==> src/rtl/code_prefetch_loader.sv <==
// Block-buffered command loader: caches one block of commands tagged by IP, refilled over the data fabric on a miss.
// Optional miss counter output MISS_CNT is built when CODE_LOADER_MISS_CNT_EN is defined.
module code_prefetch_loader #(
    parameter int         CMD_W      = 16,
    parameter int         DATA_W     = 8,
    parameter int         SEG_W      = 8,
    parameter int         DEPTH_LOG2 = 3,
    parameter logic [3:0] UNIT_ID    = 4'd1
) (
    input  logic              CLK_B,
    input  logic              RESET,
    input  logic              CLK_C,
    input  logic [SEG_W-1:0]  IP,
    input  logic              FLUSH,
    output logic [CMD_W-1:0]  COMMAND,
    output logic              CMD_VALID,
    output logic              STALL,
    output logic              REQUEST,
    input  logic              EN,
    output logic [3:0]        NUMBER_UNIT,
    output logic              ADDRFD,
    output logic [SEG_W-1:0]  FD_ADDR,
    output logic              READFD,
    input  logic [DATA_W-1:0] FD_DATA,
    input  logic              BUSY_SLAVE
`ifdef CODE_LOADER_MISS_CNT_EN
    ,
    output logic [15:0]       MISS_CNT
`endif
);

    localparam int BEATS  = CMD_W / DATA_W;
    localparam int DEPTH  = 2 ** DEPTH_LOG2;
    localparam int TAG_W  = SEG_W - DEPTH_LOG2;
    localparam int LANE_W = (BEATS > 1) ? $clog2(BEATS) : 1;
    localparam logic [LANE_W-1:0]     LANE_LAST = LANE_W'(BEATS - 1);
    localparam logic [DEPTH_LOG2-1:0] IDX_LAST  = '1;

    localparam logic [2:0] S_IDLE = 3'd0;
    localparam logic [2:0] S_REQ  = 3'd1;
    localparam logic [2:0] S_ADDR = 3'd2;
    localparam logic [2:0] S_READ = 3'd3;
    localparam logic [2:0] S_DONE = 3'd4;

    logic [2:0]            state;
    logic                  clkc_d;
    logic                  front_c;
    logic [SEG_W-1:0]      ip_q;
    logic                  tag_valid;
    logic                  flush_pend;
    logic [TAG_W-1:0]      fill_tag;
    logic [TAG_W-1:0]      stored_tag;
    logic [TAG_W-1:0]      tag;
    logic [DEPTH_LOG2-1:0] idx;
    logic                  hit;
    logic [DEPTH_LOG2-1:0] wr_idx;
    logic [LANE_W-1:0]     wr_lane;
    logic                  beat_xfer;
    logic                  last_beat;
    logic [CMD_W-1:0]      cmd_buf [DEPTH];

    assign front_c   = CLK_C & ~clkc_d;
    assign tag       = ip_q[SEG_W-1:DEPTH_LOG2];
    assign idx       = ip_q[DEPTH_LOG2-1:0];
    assign hit       = tag_valid && (tag == stored_tag);
    assign beat_xfer = (state == S_READ) && EN && !BUSY_SLAVE;
    assign last_beat = (wr_idx == IDX_LAST) && (wr_lane == LANE_LAST);

    // Outputs decode straight from state so an asynchronous reset drops them at once
    assign CMD_VALID   = hit && (state == S_IDLE);
    assign STALL       = ~CMD_VALID;
    assign COMMAND     = CMD_VALID ? cmd_buf[idx] : '0;
    assign REQUEST     = (state == S_REQ) || (state == S_ADDR) || (state == S_READ);
    assign NUMBER_UNIT = REQUEST ? UNIT_ID : 4'd0;
    assign ADDRFD      = (state == S_ADDR);
    assign FD_ADDR     = ADDRFD ? {fill_tag, {DEPTH_LOG2{1'b0}}} : '0;
    assign READFD      = (state == S_READ);

    always_ff @(posedge CLK_B or negedge RESET) begin
        if (!RESET) begin
            state      <= S_IDLE;
            clkc_d     <= 1'b0;
            ip_q       <= '0;
            tag_valid  <= 1'b0;
            flush_pend <= 1'b0;
        end else begin
            clkc_d <= CLK_C;
            if (front_c)
                ip_q <= IP;
            if (FLUSH && state != S_IDLE)
                flush_pend <= 1'b1;
            case (state)
                S_IDLE: begin
                    if (FLUSH)
                        tag_valid <= 1'b0;
                    if (!hit) begin
                        state     <= S_REQ;
                        tag_valid <= 1'b0;
                    end
                end
                S_REQ:
                    if (EN)
                        state <= S_ADDR;
                S_ADDR:
                    if (!EN) begin
                        state      <= S_IDLE;
                        flush_pend <= 1'b0;
                    end else begin
                        state <= S_READ;
                    end
                S_READ:
                    if (!EN) begin
                        state      <= S_IDLE;
                        flush_pend <= 1'b0;
                    end else if (!BUSY_SLAVE && last_beat) begin
                        state <= S_DONE;
                    end
                S_DONE: begin
                    // A flush seen anywhere during the fill leaves the block invalid
                    tag_valid  <= !(flush_pend || FLUSH);
                    flush_pend <= 1'b0;
                    state      <= S_IDLE;
                end
                default: state <= S_IDLE;
            endcase
        end
    end

    always_ff @(posedge CLK_B) begin
        if (state == S_IDLE && !hit)
            fill_tag <= tag;
        if (state == S_DONE)
            stored_tag <= fill_tag;
        if (state == S_ADDR) begin
            wr_idx  <= '0;
            wr_lane <= '0;
        end else if (beat_xfer) begin
            cmd_buf[wr_idx][wr_lane*DATA_W +: DATA_W] <= FD_DATA;
            if (wr_lane == LANE_LAST) begin
                wr_lane <= '0;
                wr_idx  <= wr_idx + 1'b1;
            end else begin
                wr_lane <= wr_lane + 1'b1;
            end
        end
    end

`ifdef CODE_LOADER_MISS_CNT_EN
    always_ff @(posedge CLK_B or negedge RESET) begin
        if (!RESET)
            MISS_CNT <= '0;
        else if (state == S_IDLE && !hit && MISS_CNT != 16'hFFFF)
            MISS_CNT <= MISS_CNT + 16'd1;
    end
`endif

endmodule

==> config.mk <==
export PLATFORM = sky130hd
export DESIGN_NAME = code_prefetch_loader
export DESIGN_NICKNAME = d
export VERILOG_FILES = /design/src/rtl/code_prefetch_loader.sv
export SDC_FILE = /design/constraint.sdc
export NUM_CORES = 1
export LEC_CHECK = 0
export ABC_AREA = 1
export CORE_UTILIZATION = 58
export DETAILED_ROUTE_END_ITERATION = 10
export PLACE_DENSITY_LB_ADDON = 0.15
export SLEW_MARGIN = 10
export SYNTH_ARGS = -nofsm -noshare
export SYNTH_HDL_FRONTEND = slang
export SYNTH_SLANG_ARGS = --single-unit
==> constraint.sdc <==
create_clock -name CLK_B -period 2.4 [get_ports CLK_B]
set_input_delay 0.48 -clock CLK_B [delete_from_list [all_inputs] [get_ports CLK_B]]
set_output_delay 0.48 -clock CLK_B [all_outputs]
set_load 0.02 [all_outputs]
==> flow_metrics.py <==
metrics = {
    "power": {
        "p_int_uw": 5190,
        "vdd.ir_drop.worst_v": 0.000707,
        "power_uw": 7190,
        "pwr-share-seq_pct": 46.4,
        "clock_power_share_pct": 34.1,
        "p_comb_share_pct": 19.5,
        "switching_power_uw": 1990,
        "swShare_pct": 27.7,
        "power_density_nw_per_um2": 899,
        "leakage_uw": 0.00329,
    },
    "clock_network": {
        "clk_latency_ns": 0.42,
        "htreeDepth": 4,
        "cts_tree": "yes",
        "cts_root_buf": "clkbuf_16",
        "clock_path_buffers": 2,
        "clk_pin_slew_ns": 0.06,
        "cts.sinks": 156,
        "numCtsBuffers": 17,
    },
    "finish": {
        "final_area_um2": 7990,
        "area_delta_synth_final_pct": 18.7,
        "fin_nets": 706,
        "stdcell_count": 834,
        "fin_util_pct": 72.1,
        "antenna_cells": 0,
        "drive_above_1_share_pct": 16.9,
    },
    "yosys": {
        "avgSynthCellArea_um2": 11.0,
        "synth_cell_types": 27,
        "ys_async_sr_fraction_pct": 8.97,
        "yosysWarnings": 0,
        "synth_edf_count": 138,
        "synth_most_common_cell": "nand2_1",
        "synth_cells": 610,
        "synth.area.top_cells": "edfxtp_1 62%, nand2_1 9.3%, nand3_1 5.3%",
        "yosysTopAreaCell": "edfxtp_1",
        "ys.flop_type": "edfxtp_1",
        "yosysSeqAreaShare_pct": 68.0,
        "syn_area_um2": 6730,
        "yosys-top-cells-count": "167 x nand2_1, 138 x edfxtp_1, 71 x nand3_1, 48 x nor2_1, 44 x a21oi_1",
        "yosysTopAreaCellShare_pct": 61.6,
        "ys_ff_latch": 156,
    },
    "global_routing": {
        "grt_pass1_wl_um": 22200,
        "grt_overflow": 0,
        "track_usage_pct": 26.2,
        "antenna_found_initial": 0,
        "grt_pass1_vias": 4313,
        "grt_max_degree": 65,
    },
    "setup_path": {
        "crit_fanout": 30,
        "cp.required_ns": 1.92,
        "worst-setup-path-type": "register to output pin",
        "start_kind": "register",
        "critPathLaunch": "ip_q[0]",
        "worstSetupEndpointType": "output pin",
        "arrival_ns": 1.83,
        "rr_startpoint": "state[2]",
    },
    "placed_design": {
        "io_buffers": 48,
        "gp_congestion": 0.875,
        "dp_hpwl_um": 9200,
        "placed_area_um2": 7520,
        "place_inst": 802,
    },
    "floorplanning": {
        "num_io_pins": 55,
        "initial_utilization_pct": 60.7,
        "core_um2": 11100,
        "die_h_um": 110,
        "die_w_um": 110,
        "rows": 38,
        "die_area_um2": 12000,
    },
    "route": {
        "wl_per_cell_um": 17.3,
        "viasPerCell": 5.50,
        "firstDrtPassIters": 8,
        "drt-initial-drc-count": 362,
        "antenna_left": 0,
        "routed_wl_um": 14400,
        "drcViolationCount": 0,
        "vias": 4591,
    },
    "timing": {
        "hold_viol": 0,
        "period_minus_slack_ns": 2.31,
        "fin_skew_ns": 0.00618,
        "worst_pin_slew_ns": 0.727,
        "fin_setup_tns_ns": 0,
        "max_slew_margin_pct": 51.4,
        "setup_viol": 0,
        "timing.final.crit_share_pct": 96.1,
        "max_freq_ghz": 0.434,
        "grt_setup_unrepaired": "no",
        "slew_violations": 0,
    },
    "min_path": {
        "min_from": "ip_q[6]",
        "hold_class": "register to register",
    },
    "run_status": {
        "status": "finished, final reports clean",
    },
    "job": {
        "drv_cap": 0,
    },
}
==> cells by family after synthesis <==
kind of cell	count (synthesis)	synth area share (%)
AOI/OAI and AO/OA	49	3.76
xor gates and xnor gates	1	0.130
adders and majority gates	2	0.372
buffers and inverters	84	5.82
DFF	156	68.0
muxes	1	0.167
other	1	0.0557
and+or+nand+nor	316	21.7
==> power by group through the flow <==
stage	Combinational, uW	Sequential (uW)	Clock [uW]
detailed placement	1400	3380	0
global placement	1370	3380	0
global route	1540	3350	2570
CTS	1400	3330	2460
finish	1400	3330	2450
floorplan	916	3370	0
==> repair_timing <==
action,CTS,global route
hold buffers,0,0
setup buffers,0,1
gates resized for setup,72,8
endpoints found under the hold margin,0,0
endpoints found under the setup margin,23,11
pin swaps,0,1
==> worst max-delay path: stages (launching register included) <==
cell,delay (ns)
dfrtp_2,0.42
inv_2,0.14
buf_12,0.19
nand2_1,0.07
nand3_1,0.08
a21oi_1,0.09
nor3_2,0.20
buf_2,0.19
==> registers in the layout (all words and copies together), names as in the netlist, 3 cells and up <==
signal / count
cmd_buf: 128
fill_tag: 5
ip_q: 8
wr_idx: 3
state: 3
stored_tag: 5
==> path summary, 6_finish.rpt <==
check	endpoint	slack, ns	cells past startpoint
worst max-delay path	COMMAND[11]	0.09	7
worst max register to register	cmd_buf[6][2]	0.68	8
worst min-delay path	fill_tag[3]	0.45	0
min in group asynchronous	ip_q[5]	0.50	1
max in group asynchronous	ip_q[0]	1.40	1
worst min register to register	fill_tag[3]	0.45	0
==> layout by cell type, fill, tap and decap left out, types with 3 or more instances in the layout <==
cell and count:
nor3_2 16, clkbuf_16 17, dlygate4sd2_1 6, buf_4 34
buf_2 12, clkdlybuf4s50_1 24, nor2_4 3, inv_2 6
edfxtp_1 138, o21ai_0 3, conb_1 6, nand2_2 3
inv_1 41, a21oi_1 44, dfrtp_1 13, nor2_2 3
buf_12 5, nand2_4 3, clkinv_1 7, dfxtp_1 4
nor2_1 47, clkinv_2 3, nand2_1 167, nand3_1 71
==> cell type report <==
type                    count  area, um2
clock buffers              19        433
clock inverters            12        105
fillers                   770       3090
inverters                  48        180
multi-input cells         375       1780
flip-flops and latches    156       4580
well taps                 140        175
repair buffers             84        737
==> per-stage QoR <==
stage               hold slack, ns  setup slack [ns]
global placement             0.433             0.137
floorplan                    0.184             0.631
CTS                          0.453           0.00414
finish                       0.451            0.0944
detailed placement           0.439            0.0352
global route                 0.457          0.000715
==> metal layers <==
| layer | GRT usage, % | up-vias | wire length (um) |
|---|---|---|---|
| met2 | 42.2 | 173 | 6990 |
| met5 | 0 | - | 0 |
| met1 | 34.4 | 2206 | 6290 |
| li1 | - | 2187 | - |
| met4 | 11.2 | 0 | 277 |
| met3 | 5.99 | 25 | 855 |
Note: power is estimated with default switching activity, not from simulation.
